### src/rtl/sirv_expl_axi_arb_defines.sv
// rtl/sirv_expl_axi_arb_defines.sv - shared encodings and widths for the two-master AXI arbiter
package sirv_expl_axi_arb_defines;

    localparam int LEN_W   = 8;
    localparam int SIZE_W  = 3;
    localparam int BURST_W = 2;
    localparam int RESP_W  = 2;

    localparam logic [1:0] GNT_NONE = 2'b00;
    localparam logic [1:0] GNT_M0   = 2'b01;
    localparam logic [1:0] GNT_M1   = 2'b10;

    typedef enum logic [1:0] {
        RD_IDLE = 2'd0,
        RD_ADDR = 2'd1,
        RD_DATA = 2'd2
    } rd_state_e;

    typedef enum logic [1:0] {
        WR_IDLE = 2'd0,
        WR_ADDR = 2'd1,
        WR_DATA = 2'd2,
        WR_RESP = 2'd3
    } wr_state_e;

endpackage

### src/rtl/sirv_rr_arb2.sv
// rtl/sirv_rr_arb2.sv - two-request round-robin picker with a single-bit priority pointer
module sirv_rr_arb2
    import sirv_expl_axi_arb_defines::*;
(
    input  logic       clk,
    input  logic       rst,
    input  logic [1:0] req,
    input  logic       advance,
    input  logic [1:0] served,
    output logic [1:0] gnt
);

    // ptr_q = 0 favours m0, 1 favours m1
    logic ptr_q, ptr_d;

    always_comb begin
        ptr_d = ptr_q;
        // favour whichever master did not just finish, even if it won uncontested
        if (advance) begin
            ptr_d = served[0];
        end
        case (req)
            2'b11:   gnt = ptr_q ? GNT_M1 : GNT_M0;
            default: gnt = req;
        endcase
    end

    always_ff @(posedge clk) begin
        if (rst) begin
            ptr_q <= 1'b0;
        end else begin
            ptr_q <= ptr_d;
        end
    end

endmodule

### src/rtl/sirv_expl_axi_arb2.sv
// rtl/sirv_expl_axi_arb2.sv - two-master to one-slave AXI arbiter, independent RR read and write paths
module sirv_expl_axi_arb2
    import sirv_expl_axi_arb_defines::*;
#(
    parameter int AW = 32,
    parameter int DW = 64
) (
    input  logic               clk,
    input  logic               rst,
    input  logic               m0_axi_arvalid,
    output logic               m0_axi_arready,
    input  logic [AW-1:0]      m0_axi_araddr,
    input  logic               m0_axi_arcache,
    input  logic               m0_axi_arprot,
    input  logic               m0_axi_arlock,
    input  logic [BURST_W-1:0] m0_axi_arburst,
    input  logic [LEN_W-1:0]   m0_axi_arlen,
    input  logic [SIZE_W-1:0]  m0_axi_arsize,
    output logic               m0_axi_rvalid,
    input  logic               m0_axi_rready,
    output logic [DW-1:0]      m0_axi_rdata,
    output logic [RESP_W-1:0]  m0_axi_rresp,
    output logic               m0_axi_rlast,
    input  logic               m0_axi_awvalid,
    output logic               m0_axi_awready,
    input  logic [AW-1:0]      m0_axi_awaddr,
    input  logic               m0_axi_awcache,
    input  logic               m0_axi_awprot,
    input  logic               m0_axi_awlock,
    input  logic [BURST_W-1:0] m0_axi_awburst,
    input  logic [LEN_W-1:0]   m0_axi_awlen,
    input  logic [SIZE_W-1:0]  m0_axi_awsize,
    input  logic               m0_axi_wvalid,
    output logic               m0_axi_wready,
    input  logic [DW-1:0]      m0_axi_wdata,
    input  logic [DW/8-1:0]    m0_axi_wstrb,
    input  logic               m0_axi_wlast,
    output logic               m0_axi_bvalid,
    input  logic               m0_axi_bready,
    output logic [RESP_W-1:0]  m0_axi_bresp,
    input  logic               m1_axi_arvalid,
    output logic               m1_axi_arready,
    input  logic [AW-1:0]      m1_axi_araddr,
    input  logic               m1_axi_arcache,
    input  logic               m1_axi_arprot,
    input  logic               m1_axi_arlock,
    input  logic [BURST_W-1:0] m1_axi_arburst,
    input  logic [LEN_W-1:0]   m1_axi_arlen,
    input  logic [SIZE_W-1:0]  m1_axi_arsize,
    output logic               m1_axi_rvalid,
    input  logic               m1_axi_rready,
    output logic [DW-1:0]      m1_axi_rdata,
    output logic [RESP_W-1:0]  m1_axi_rresp,
    output logic               m1_axi_rlast,
    input  logic               m1_axi_awvalid,
    output logic               m1_axi_awready,
    input  logic [AW-1:0]      m1_axi_awaddr,
    input  logic               m1_axi_awcache,
    input  logic               m1_axi_awprot,
    input  logic               m1_axi_awlock,
    input  logic [BURST_W-1:0] m1_axi_awburst,
    input  logic [LEN_W-1:0]   m1_axi_awlen,
    input  logic [SIZE_W-1:0]  m1_axi_awsize,
    input  logic               m1_axi_wvalid,
    output logic               m1_axi_wready,
    input  logic [DW-1:0]      m1_axi_wdata,
    input  logic [DW/8-1:0]    m1_axi_wstrb,
    input  logic               m1_axi_wlast,
    output logic               m1_axi_bvalid,
    input  logic               m1_axi_bready,
    output logic [RESP_W-1:0]  m1_axi_bresp,
    output logic               s_axi_arvalid,
    input  logic               s_axi_arready,
    output logic [AW-1:0]      s_axi_araddr,
    output logic               s_axi_arcache,
    output logic               s_axi_arprot,
    output logic               s_axi_arlock,
    output logic [BURST_W-1:0] s_axi_arburst,
    output logic [LEN_W-1:0]   s_axi_arlen,
    output logic [SIZE_W-1:0]  s_axi_arsize,
    input  logic               s_axi_rvalid,
    output logic               s_axi_rready,
    input  logic [DW-1:0]      s_axi_rdata,
    input  logic [RESP_W-1:0]  s_axi_rresp,
    input  logic               s_axi_rlast,
    output logic               s_axi_awvalid,
    input  logic               s_axi_awready,
    output logic [AW-1:0]      s_axi_awaddr,
    output logic               s_axi_awcache,
    output logic               s_axi_awprot,
    output logic               s_axi_awlock,
    output logic [BURST_W-1:0] s_axi_awburst,
    output logic [LEN_W-1:0]   s_axi_awlen,
    output logic [SIZE_W-1:0]  s_axi_awsize,
    output logic               s_axi_wvalid,
    input  logic               s_axi_wready,
    output logic [DW-1:0]      s_axi_wdata,
    output logic [DW/8-1:0]    s_axi_wstrb,
    output logic               s_axi_wlast,
    input  logic               s_axi_bvalid,
    output logic               s_axi_bready,
    input  logic [RESP_W-1:0]  s_axi_bresp,
    output logic [1:0]         rd_gnt,
    output logic [1:0]         wr_gnt
);

    localparam int AX_W = AW + 3 + BURST_W + LEN_W + SIZE_W;
    localparam int WP_W = DW + DW/8 + 1;
    localparam int RP_W = DW + RESP_W + 1;

    // Per-master views packed so one registered-grant mux serves every field
    logic [AX_W-1:0] ar_pld [2];
    logic [AX_W-1:0] aw_pld [2];
    logic [WP_W-1:0] w_pld  [2];
    logic [RP_W-1:0] r_pld;
    logic [1:0]      arvalid, awvalid, wvalid, rready, bready;

    assign ar_pld[0] = {m0_axi_araddr, m0_axi_arcache, m0_axi_arprot, m0_axi_arlock,
                        m0_axi_arburst, m0_axi_arlen, m0_axi_arsize};
    assign ar_pld[1] = {m1_axi_araddr, m1_axi_arcache, m1_axi_arprot, m1_axi_arlock,
                        m1_axi_arburst, m1_axi_arlen, m1_axi_arsize};
    assign aw_pld[0] = {m0_axi_awaddr, m0_axi_awcache, m0_axi_awprot, m0_axi_awlock,
                        m0_axi_awburst, m0_axi_awlen, m0_axi_awsize};
    assign aw_pld[1] = {m1_axi_awaddr, m1_axi_awcache, m1_axi_awprot, m1_axi_awlock,
                        m1_axi_awburst, m1_axi_awlen, m1_axi_awsize};
    assign w_pld[0]  = {m0_axi_wdata, m0_axi_wstrb, m0_axi_wlast};
    assign w_pld[1]  = {m1_axi_wdata, m1_axi_wstrb, m1_axi_wlast};
    assign r_pld     = {s_axi_rdata, s_axi_rresp, s_axi_rlast};
    assign arvalid   = {m1_axi_arvalid, m0_axi_arvalid};
    assign awvalid   = {m1_axi_awvalid, m0_axi_awvalid};
    assign wvalid    = {m1_axi_wvalid, m0_axi_wvalid};
    assign rready    = {m1_axi_rready, m0_axi_rready};
    assign bready    = {m1_axi_bready, m0_axi_bready};

    rd_state_e  rd_state_q, rd_state_d;
    wr_state_e  wr_state_q, wr_state_d;
    logic [1:0] rd_gnt_q, rd_gnt_d, wr_gnt_q, wr_gnt_d, rd_pick, wr_pick;
    logic       rd_adv, wr_adv;

    sirv_rr_arb2 u_rd_arb (.clk, .rst, .req(arvalid), .advance(rd_adv), .served(rd_gnt_q), .gnt(rd_pick));
    sirv_rr_arb2 u_wr_arb (.clk, .rst, .req(awvalid), .advance(wr_adv), .served(wr_gnt_q), .gnt(wr_pick));

    logic rd_sel, wr_sel, ar_act, r_act, aw_act, w_act, b_act;
    assign rd_sel = rd_gnt_q[1];
    assign wr_sel = wr_gnt_q[1];
    assign ar_act = (rd_state_q == RD_ADDR);
    assign r_act  = (rd_state_q == RD_DATA);
    assign aw_act = (wr_state_q == WR_ADDR);
    assign w_act  = (wr_state_q == WR_DATA);
    assign b_act  = (wr_state_q == WR_RESP);

    assign s_axi_arvalid = ar_act & arvalid[rd_sel];
    assign {s_axi_araddr, s_axi_arcache, s_axi_arprot, s_axi_arlock,
            s_axi_arburst, s_axi_arlen, s_axi_arsize} = ar_act ? ar_pld[rd_sel] : '0;
    assign m0_axi_arready = ar_act & rd_gnt_q[0] & s_axi_arready;
    assign m1_axi_arready = ar_act & rd_gnt_q[1] & s_axi_arready;

    assign s_axi_rready  = r_act & rready[rd_sel];
    assign m0_axi_rvalid = r_act & rd_gnt_q[0] & s_axi_rvalid;
    assign m1_axi_rvalid = r_act & rd_gnt_q[1] & s_axi_rvalid;
    assign {m0_axi_rdata, m0_axi_rresp, m0_axi_rlast} = (r_act & rd_gnt_q[0]) ? r_pld : '0;
    assign {m1_axi_rdata, m1_axi_rresp, m1_axi_rlast} = (r_act & rd_gnt_q[1]) ? r_pld : '0;

    assign s_axi_awvalid = aw_act & awvalid[wr_sel];
    assign {s_axi_awaddr, s_axi_awcache, s_axi_awprot, s_axi_awlock,
            s_axi_awburst, s_axi_awlen, s_axi_awsize} = aw_act ? aw_pld[wr_sel] : '0;
    assign m0_axi_awready = aw_act & wr_gnt_q[0] & s_axi_awready;
    assign m1_axi_awready = aw_act & wr_gnt_q[1] & s_axi_awready;

    // W is only opened after the AW handshake, so early wvalid just waits
    assign s_axi_wvalid = w_act & wvalid[wr_sel];
    assign {s_axi_wdata, s_axi_wstrb, s_axi_wlast} = w_act ? w_pld[wr_sel] : '0;
    assign m0_axi_wready = w_act & wr_gnt_q[0] & s_axi_wready;
    assign m1_axi_wready = w_act & wr_gnt_q[1] & s_axi_wready;

    assign s_axi_bready  = b_act & bready[wr_sel];
    assign m0_axi_bvalid = b_act & wr_gnt_q[0] & s_axi_bvalid;
    assign m1_axi_bvalid = b_act & wr_gnt_q[1] & s_axi_bvalid;
    assign m0_axi_bresp  = (b_act & wr_gnt_q[0]) ? s_axi_bresp : '0;
    assign m1_axi_bresp  = (b_act & wr_gnt_q[1]) ? s_axi_bresp : '0;

    assign rd_gnt = rd_gnt_q;
    assign wr_gnt = wr_gnt_q;

    always_comb begin
        rd_state_d = rd_state_q;
        rd_gnt_d   = rd_gnt_q;
        rd_adv     = 1'b0;
        case (rd_state_q)
            RD_IDLE: if (|arvalid) begin
                rd_gnt_d   = rd_pick;
                rd_state_d = RD_ADDR;
            end
            RD_ADDR: if (s_axi_arvalid && s_axi_arready) rd_state_d = RD_DATA;
            RD_DATA: if (s_axi_rvalid && s_axi_rready && s_axi_rlast) begin
                rd_state_d = RD_IDLE;
                rd_gnt_d   = GNT_NONE;
                rd_adv     = 1'b1;
            end
            default: begin
                rd_state_d = RD_IDLE;
                rd_gnt_d   = GNT_NONE;
            end
        endcase
    end

    always_comb begin
        wr_state_d = wr_state_q;
        wr_gnt_d   = wr_gnt_q;
        wr_adv     = 1'b0;
        case (wr_state_q)
            WR_IDLE: if (|awvalid) begin
                wr_gnt_d   = wr_pick;
                wr_state_d = WR_ADDR;
            end
            WR_ADDR: if (s_axi_awvalid && s_axi_awready) wr_state_d = WR_DATA;
            WR_DATA: if (s_axi_wvalid && s_axi_wready && s_axi_wlast) wr_state_d = WR_RESP;
            WR_RESP: if (s_axi_bvalid && s_axi_bready) begin
                wr_state_d = WR_IDLE;
                wr_gnt_d   = GNT_NONE;
                wr_adv     = 1'b1;
            end
            default: begin
                wr_state_d = WR_IDLE;
                wr_gnt_d   = GNT_NONE;
            end
        endcase
    end

    always_ff @(posedge clk) begin
        if (rst) begin
            rd_state_q <= RD_IDLE;
            wr_state_q <= WR_IDLE;
            rd_gnt_q   <= GNT_NONE;
            wr_gnt_q   <= GNT_NONE;
        end else begin
            rd_state_q <= rd_state_d;
            wr_state_q <= wr_state_d;
            rd_gnt_q   <= rd_gnt_d;
            wr_gnt_q   <= wr_gnt_d;
        end
    end

endmodule
### config.mk
export PLATFORM = sky130hd
export DESIGN_NAME = sirv_expl_axi_arb2
export DESIGN_NICKNAME = d
export VERILOG_FILES = /design/src/rtl/sirv_expl_axi_arb_defines.sv /design/src/rtl/sirv_rr_arb2.sv /design/src/rtl/sirv_expl_axi_arb2.sv
export SDC_FILE = /design/constraint.sdc
export NUM_CORES = 1
export LEC_CHECK = 0
export ABC_AREA = 1
export BUFFER_PORTS_ARGS = -buffer_cell sky130_fd_sc_hd__buf_2
export CAP_MARGIN = 0
export CORE_AREA = 2 2 291 293
export CTS_CLUSTER_SIZE = 25
export DETAILED_ROUTE_END_ITERATION = 10
export DIE_AREA = 0 0 293 295
export PLACE_DENSITY = 0.3
export SLEW_MARGIN = 20
export SYNTH_ARGS = -nofsm -noshare
export SYNTH_HDL_FRONTEND = slang
export SYNTH_SLANG_ARGS = --single-unit
export TNS_END_PERCENT = 50
### constraint.sdc
create_clock -name clk -period 1.64 [get_ports clk]
set_input_delay 0.164 -clock clk [delete_from_list [all_inputs] [get_ports clk]]
set_output_delay 0.164 -clock clk [all_outputs]
set_load 0.02 [all_outputs]
# == Yosys cells after proc, flatten, opt, wreduce, memory -nomap -nowiden ==
# Index checks and enable logic that the tools add are counted.
# op_classes
add_sub_neg,0
mul,0
div_mod_pow,0
n_lt_le_gt_ge,4
eq_ne,14
shifts,0
muxes,47
n_bitwise,28
n_reduce_logical,16
# ops
operator,count
48-bit two-way mux,8
73-bit two-way mux,4
67-bit two-way mux,2
2-bit two-way mux,15
1-bit AND,25
1-bit two-way mux,14
2-bit one-hot mux with 3 select lines,2
2-bit equality test (second input constant),5
2-bit by 1-bit != test with 1-bit output (second input constant),5
3-bit AND reduction,3
2-bit one-hot mux with 4 select lines,1
1-bit logical AND,7
2-bit by 1-bit equality test with 1-bit output (second input constant),2
2-bit >= comparator (second input constant),2
2-bit zero test,2
1-bit by 2-bit less-than comparator with 1-bit output (second input constant),2
2-bit != test (second input constant),2
1-bit inverter with 2-bit output,2
2-bit one-hot mux with 2 select lines,1
4-bit AND reduction,1
2-bit OR reduction,2
2-bit nonzero test,1
1-bit inverter,1
# totals
regBits,10
latchBits,0
ram_bits,0
mem_bits_ro,0
memories,0

# == Logic depth before layout (Yosys ltp) ==
# Gate-level depths: netlist of the first run.
# logic_depth
ltp_word,8
mapped_depth,11

# == By module ==
# A second synthesis of the first run with hierarchy kept.
# hier_totals
cells_unflattened,928
area_unflattened_um2,4015.1
# modules_own_cells
mod,instances,cells_each,area_each_um2
sirv_expl_axi_arb2,1,908,3892.5
sirv_rr_arb2,2,10,61.3

# == Worst setup path before layout of the first run ==
# Ideal clock, no wire load.
# synth_path
kind,flip-flop to output port
start,register wr_state_q[1]
end,output s_axi_awaddr[21]
t_arrival_ps,1378
setup_slack_ps,98
stages_incl_launch_ff,7
n_path_buf,2
cell_sequence,dfxtp_1 > inv_1 > ha_1 > clkbuf_2 > clkbuf_1 > o21ai_0 > nor2_1
# synth_between
elab_chain_len,2
# synth_lines
element,line,rtl
"start, declared",sirv_expl_axi_arb2.sv:136,"wr_state_e wr_state_q, wr_state_d;"
"start signal, assigned",sirv_expl_axi_arb2.sv:238,wr_state_q <= wr_state_d;
2-bit by 1-bit equality test with 1-bit output,sirv_expl_axi_arb2.sv:148,assign aw_act = (wr_state_q == WR_ADDR);
48-bit two-way mux,sirv_expl_axi_arb2.sv:166,"s_axi_awburst, s_axi_awlen, s_axi_awsize} = aw_act ? aw_pld[wr_sel] : '0;"
"end, declared",sirv_expl_axi_arb2.sv:88,"output logic [AW-1:0] s_axi_awaddr,"
# No other way between the ends.

# == Worst setup path in the final report of the first run ==
# layout_path
start,register wr_state_q[1]
end,output s_axi_awlen[5]
# layout_between
elab_chain_len,2
# layout_lines
element,line,rtl
2-bit by 1-bit equality test with 1-bit output,sirv_expl_axi_arb2.sv:148,
48-bit two-way mux,sirv_expl_axi_arb2.sv:166,
"end, declared",sirv_expl_axi_arb2.sv:93,"output logic [LEN_W-1:0] s_axi_awlen,"
# No other way between the ends.

==> results by group, run 1 <==
Setup path
  • CP required: roughly 1.5 ns
  • Critical path buffers and inverters: 4
  • Crit-path cells: inv_4 > ha_4 > buf_12 > buf_6 > o21ai_1 > nor2_1 > buf_4
  • Crit-path leading delay family: buffers and inverters
  • CP Data Arrival Time: 1.59 ns
  • Largest stage delay, worst path: 0.36 ns
  • Max FO, Critical Path: 9
  • CP Class: flop to output pin
  • CP max stage cell: dfxtp_4
  • Crit. End Element: output pin
  • Crit path launch type: flop

Detailed routing
  • Violation count after the first detailed-route iteration: between 300 and 400
  • Total Wirelength: ~44000 um
  • # DRC: 0
  • Vias/cell: 3.17
  • Wire per inst: between 15 and 20 um
  • ANT nets after route: 0
  • Via count: 8853
  • Drt pass-1 iters: 4

Finish
  • Final net count: approximately 2100
  • Commonest non-fill, non-tap cell in the layout: buf_2
  • Most frequent cells in the layout: 490 x buf_2, 304 x nor2_1, 189 x buf_4, 127 x nand2_1, 120 x buf_6
  • Final Core Density: 0.154
  • P&R area growth vs syn: 219%
  • Share of cells above drive strength 1: 0.635

STA
  • Final setup vio count: 95
  • Max Slew Vio Count: 0
  • Final Hold Fails: 0
  • Unrepaired setup endpoints after global routing: yes
  • Fmax: between 500 and 600 MHz
  • WHS: roughly 0.23 ns
  • Final min period: ~1.8 ns
  • Slew of the pin with the lowest slew margin: 0.386 ns
  • Final period util: 1.07
  • Skew final: between 0.0006 and 0.0007 ns
  • Worst Slack Setup Final: -0.112 ns
  • Max-slew headroom: 0.742
  • Setup TNS Final: -2.95 ns

Placed design
  • Pre-CTS WS: around 0.024 ns
  • PortBufs: between 700 and 800
  • Post-DP HPWL: between 30000 and 40000 um
  • GP Congestion: about 0.85

Clock network
  • Number of buffers created by CTS: 3
  • CTS tree: built
  • CTS max path bufs: 2
  • Worst-skew pair later-pin latency: ~0.25 ns
  • Root buffer cell: clkbuf_16
  • Hold-fix buffers, CTS: 0
  • Clock sink count: 10
  • H-tree levels: 1
  • Clock transition at path regs: 0.05 ns

Job
  • Maxcap violations: 0

Logic synthesis
  • Netlist cell types: 27
  • Register area share after synthesis: 0.0500
  • Synth warnings: 0
  • Post-Synth XOR/XNOR Area: 0
  • #FFs+latches synth: 10
  • Post-Syn Nets: around 1300
  • Largest family of logic cells by synthesized area: simple AND/OR/NAND/NOR gates
  • Synth Area in Compound Gates: 0.237
  • Mux contribution to synthesized area: 0
  • Post-Syn Area: 0.00401 mm2
  • Mapped Avg Cell Area: 4.37 um2
  • Post-Synthesis Cells: 917
  • Post-synthesis adder-cell area fraction: 0.0125
  • Post-Synth Simple-Gate Area: 0.531

GRT
  • First-pass GRT wire length: 55600 um
  • Vias in the first global route: 8217
  • GRT overflow: 0
  • Pin count of the biggest net entering global routing: 39
  • Gr usage total: 0.0885
  • Initial antenna violation count: 2

Min path
  • Min-Delay Path Class: input port to flop

Power
  • Total power: around 11 mW
  • Clock share of power: 0.043
  • Logic pwr share: 0.918
  • Sw Pwr: about 6.2 mW
  • Peak supply drop: approximately 340 uV
  • Internal power: between 5 and 6 mW
  • Leak Pwr: 6.53 nW
  • Power share of the sequential group: 0.039
  • Switching part of the total: 0.554
  • Pwr Density: approximately 880 mW/mm2

Die
  • Die W: approximately 300 um
  • Num rows: roughly 110
  • Initial Util: 0.0482
  • Die H: 295 um
  • Core footprint: 0.0832 mm2
  • IO Pins: between 700 and 800
  • DIE AREA: roughly 0.086 mm2

Run status
  • Status: finished with violations
  • Failing checks: negative setup slack
==> per-layer routing <==
layer,share of wire,GRT usage
met1,0.41,0.111
met2,0.51,0.157
met3,0.062,0.0142
met4,0.017,0.0201
met5,0,0
==> layout make-up <==
type	count	area (um2)
inverters	93	389
repair inverters	2	12.5
clock buffers	4	78.8
repair buffers	856	6460
well taps	1080	1350
flip-flops and latches	10	220
fillers	9720	70400
diodes	2	5.00
multi-input cells	744	4250
==> cell usage after synthesis, drive strengths merged <==
library cell,n,share of area
nor2,404,0.38
nand2,136,0.13
o21ai,123,0.15
inv,92,0.087
a21oi,58,0.073
clkbuf,39,0.037
buf,31,0.044
dfxtp,10,0.050
nand3,7,0.011
nor3,5,0.0062
ha,4,0.012
o211ai,3,0.0056
nand4,2,0.0031
a21boi,1,0.0028
a31oi,1,0.0016
clkinv,1,0.0012
==> worst reg2reg max path, cell delays in order (launching register included) <==
cell and delay [ns]:
dfxtp_2 0.32, inv_2 0.07, nand2_4 0.07, buf_4 0.13, buf_4 0.13, a21oi_4 0.21
nand3_2 0.16, nand2_2 0.12, nand3_1 0.08, nand2_1 0.08, nor2_1 0.04
==> path summary, 6_finish.rpt <==
path                                      from              to  slack, ns  depth (start not counted)
worst max-delay path             wr_state_q[1]  s_axi_awlen[5]      -0.11                          7
worst min-delay path             s_axi_arready   rd_state_q[1]       0.23                          3
worst max register to register   rd_state_q[0]       rd_gnt[0]       0.12                         10
worst min register to register  u_rd_arb.ptr_q  u_rd_arb.ptr_q       0.50                          2
==> registers in the layout, summed over array words and instances, names as in the netlist <==
name and flops:
wr_state_q 2, u_rd_arb.ptr_q 1, wr_gnt 2, rd_gnt 2, rd_state_q 2, u_wr_arb.ptr_q 1
==> stage by stage <==
| step | cell area (um2) | std cells |
|---|---|---|
| floorplan | 4010 | 917 |
| global placement | 9470 | 2738 |
| detailed placement | 9470 | 2738 |
| CTS | 11300 | 2780 |
| global route | 12800 | 2790 |
| finish | 12800 | 2791 |
==> kinds of logic after synthesis <==
group / after synthesis
AOI/OAI and AO/OA: 186
adders and majority gates: 4
buffers and inverters: 163
DFF: 10
and+or+nand+nor: 554
==> power by group through the flow <==
stage | clock network, mW | logic [mW] | registers (mW)
after floorplan | 0 | 4.05 | 0.389
after global placement | 0 | 7.60 | 0.403
after detailed placement | 0 | 7.45 | 0.404
after CTS | 0.536 | 9.75 | 0.442
after global routing | 0.542 | 11.1 | 0.456
final | 0.487 | 10.3 | 0.443
==> what timing repair did <==
action | in CTS | in global routing
pin swaps | 36 | 53
gates cloned | 18 | 9
endpoints found under the setup margin | 253 | 308
setup buffers | 20 | 6
resized for setup | 381 | 427
No activity file was read; power rests on OpenSTA's default activity.
==> inputs of run 2 (changes only) <==
--- a/config.mk
+++ b/config.mk
@@ -9,9 +9,11 @@
 export BUFFER_PORTS_ARGS = -buffer_cell sky130_fd_sc_hd__buf_2
 export CAP_MARGIN = 0
 export CORE_AREA = 2 2 291 293
+export CTS_CLUSTER_DIAMETER = 30
 export CTS_CLUSTER_SIZE = 25
 export DETAILED_ROUTE_END_ITERATION = 10
 export DIE_AREA = 0 0 293 295
+export MAX_ROUTING_LAYER = met4
 export PLACE_DENSITY = 0.3
 export SLEW_MARGIN = 20
 export SYNTH_ARGS = -nofsm -noshare
==> run 2 against run 1 <==
  * The run still ends with negative setup slack left
  * Sequential power barely moved
  * Critical path depth stayed put
  * Sequential cell count did not move
  * Routed wire length about the same
  * Final cell count about the same
  * Critical endpoint unchanged
==> results by group, run 2 (synthesis results as in run 1) <==
Run status
  • Status: finished with violations (unchanged)
  • Failing checks: negative setup slack (unchanged)

STA
  • Final min period: 1.76 ns (was 1.75 ns)
  • Final Hold Fails: 0 (unchanged)
  • Skew final: 0.000616 ns (about the same)
  • Worst Slack Setup Final: -0.115 ns (was -0.112 ns)
  • Unrepaired setup endpoints after global routing: yes (unchanged)
  • Final setup vio count: 91 (was 95)
  • Slew of the pin with the lowest slew margin: 0.342 ns (was 0.386 ns)
  • Final period util: 1.07 (about the same)
  • Max-slew headroom: 0.772 (was 0.742)
  • Max Slew Vio Count: 0 (unchanged)
  • Fmax: 570 MHz (was 571 MHz)
  • WHS: 0.234 ns (was 0.230 ns)

Detailed routing
  • Violation count after the first detailed-route iteration: 309 (was 306)
  • Drt pass-1 iters: 5 (was 4)
  • Vias/cell: 3.19 (was 3.17)
  • Via count: 8910 (was 8853)
  • # DRC: 0 (unchanged)
  • Total Wirelength: 43800 um (was 43700 um)
  • ANT nets after route: 0 (unchanged)
  • Wire per inst: 15.7 um (about the same)

Setup path
  • FF-to-FF Start: rd_state_q[0] (unchanged)
  • CP Class: flop to output pin (unchanged)
  • CP required: 1.48 ns (about the same)
  • Worst setup startpoint: wr_state_q[1] (unchanged)
  • R2R Setup Slk: 0.12 ns (about the same)
  • R2R depth: 10 (unchanged)
  • Reg2Reg Capture Point: rd_gnt[0] (unchanged)
  • CP endpoint: s_axi_awlen[5] (unchanged)
  • Crit. End Element: output pin (unchanged)
  • Crit path launch type: flop (unchanged)
  • CP Data Arrival Time: 1.59 ns (about the same)
  • Max FO, Critical Path: 9 (unchanged)

Die
  • Die H: 295 um (unchanged)
  • Initial Util: 0.0482 (unchanged)
  • Core footprint: 0.0832 mm2 (unchanged)
  • DIE AREA: 0.0864 mm2 (unchanged)
  • IO Pins: 750 (unchanged)
  • Num rows: 106 (unchanged)
  • Die W: 293 um (unchanged)

Finish
  • Final net count: 2138 (unchanged)
  • P&R area growth vs syn: 219% (about the same)
  • Commonest non-fill, non-tap cell in the layout: buf_2 (unchanged)
  • Finished Cell Area: 0.0128 mm2 (about the same)
  • Non-Filler Instances: 2792 (was 2791)
  • Fill cells: 9721 (was 9720)
  • Share of cells above drive strength 1: 0.636 (was 0.635)
  • Most frequent cells in the layout: 487 x buf_2, 303 x nor2_1, 192 x buf_4, 127 x nand2_1, 120 x buf_6 (was 490 x buf_2, 304 x nor2_1, 189 x buf_4, 127 x nand2_1, 120 x buf_6)

GRT
  • GRT overflow: 0 (unchanged)
  • First-pass GRT wire length: 55500 um (was 55600 um)
  • Gr usage total: 0.0911 (was 0.0885)
  • Initial antenna violation count: 2 (unchanged)
  • Vias in the first global route: 8235 (was 8217)
  • Pin count of the biggest net entering global routing: 39 (unchanged)

Clock network
  • Worst-skew pair later-pin latency: 0.25 ns (about the same)
  • H-tree levels: 1 (unchanged)
  • Root buffer cell: clkbuf_16 (unchanged)
  • CTS tree: built (unchanged)
  • Clock transition at path regs: 0.05 ns (about the same)
  • CTS max path bufs: 2 (unchanged)
  • Number of buffers created by CTS: 3 (unchanged)
  • Clock sink count: 10 (unchanged)

Min path
  • Min-delay src: s_axi_arready (unchanged)
  • Min-Delay Path Class: input port to flop (unchanged)
  • WHS Path Cells: 3 (unchanged)

Placed design
  • Area of placed instances: 0.00947 mm2 (unchanged)
  • Pre-CTS WS: 0.0238 ns (unchanged)
  • GP Congestion: 0.866 (was 0.853)
  • PortBufs: 749 (unchanged)
  • Post-DP HPWL: 33200 um (unchanged)
  • # placed instances: 2738 (unchanged)

Power
  • Peak supply drop: 337 uV (about the same)
  • Leak Pwr: 6.53 nW (about the same)
  • Pwr Density: 883 mW/mm2 (about the same)

Job
  • Maxcap violations: 0 (unchanged)
[run 2: cell count changes in the layout (fill, tap and decap cells not counted)]
cell	before	now
o21ai_0	51	53
o21ai_1	25	23
nor2_1	304	303
buf_2	490	487
nor2_2	33	34
buf_4	189	192
diode_2	2	3
[run 2: area by class of cell]
cell class | instances | area, um2 | share of cell area
repair inverters | 2 | 12.5 | 0.000979
clock buffers | 4 | 78.8 | 0.00617
repair buffers | 856 | 6470 | 0.506
inverters | 93 | 389 | 0.0305
multi-input cells | 744 | 4250 | 0.333
well taps | 1080 | 1350 | 0.106
flip-flops and latches | 10 | 220 | 0.0172
diodes | 3 | 7.51 | 0.000588
[run 2: per-layer routing]
layer	vias up	track usage	routed length, um
met3	32	0.0134	2260
li1	4425	-	-
met1	4053	0.112	18600
met4	0	0.0201	860
met2	400	0.157	22100
met5	-	-	0
[run 2: what timing repair did]
item	in CTS	in global routing
buffers inserted	20	6
cloned	18	9
hold buffers	0	0
gates resized for setup	381	429
endpoints found under the setup margin	253	308
pin swaps	36	53
[run 2: report_power, final]
part / switching [mW] / total (mW) / internal, mW
clock: 0.158 / 0.488 / 0.330
combinational: 5.98 / 10.4 / 4.37
sequential: 0.118 / 0.443 / 0.325
[run 2: worst min-delay path by stage]
stage                           endpoint  slack, ns
after floorplan            rd_state_q[0]       0.23
after global placement    u_wr_arb.ptr_q       0.48
after detailed placement  u_rd_arb.ptr_q       0.47
after CTS                  rd_state_q[1]       0.21
after global routing       rd_state_q[1]       0.24
final                      rd_state_q[1]       0.23
[run 2: per-stage QoR]
stage,total power [mW],TNS (ns),util
after floorplan,4.44,0,-
after global placement,8.00,0,0.114
after detailed placement,7.86,0,0.114
after CTS,10.7,-13.44,0.136
after global routing,12.1,-16.08,0.154
final,11.3,-2.93,0.154
[run 2: worst max-delay path, stage by stage (launching register included)]
cell,delay [ns]
dfxtp_4,0.36
inv_4,0.06
ha_4,0.15
buf_12,0.17
buf_6,0.14
o21ai_1,0.06
nor2_1,0.18
buf_4,0.19
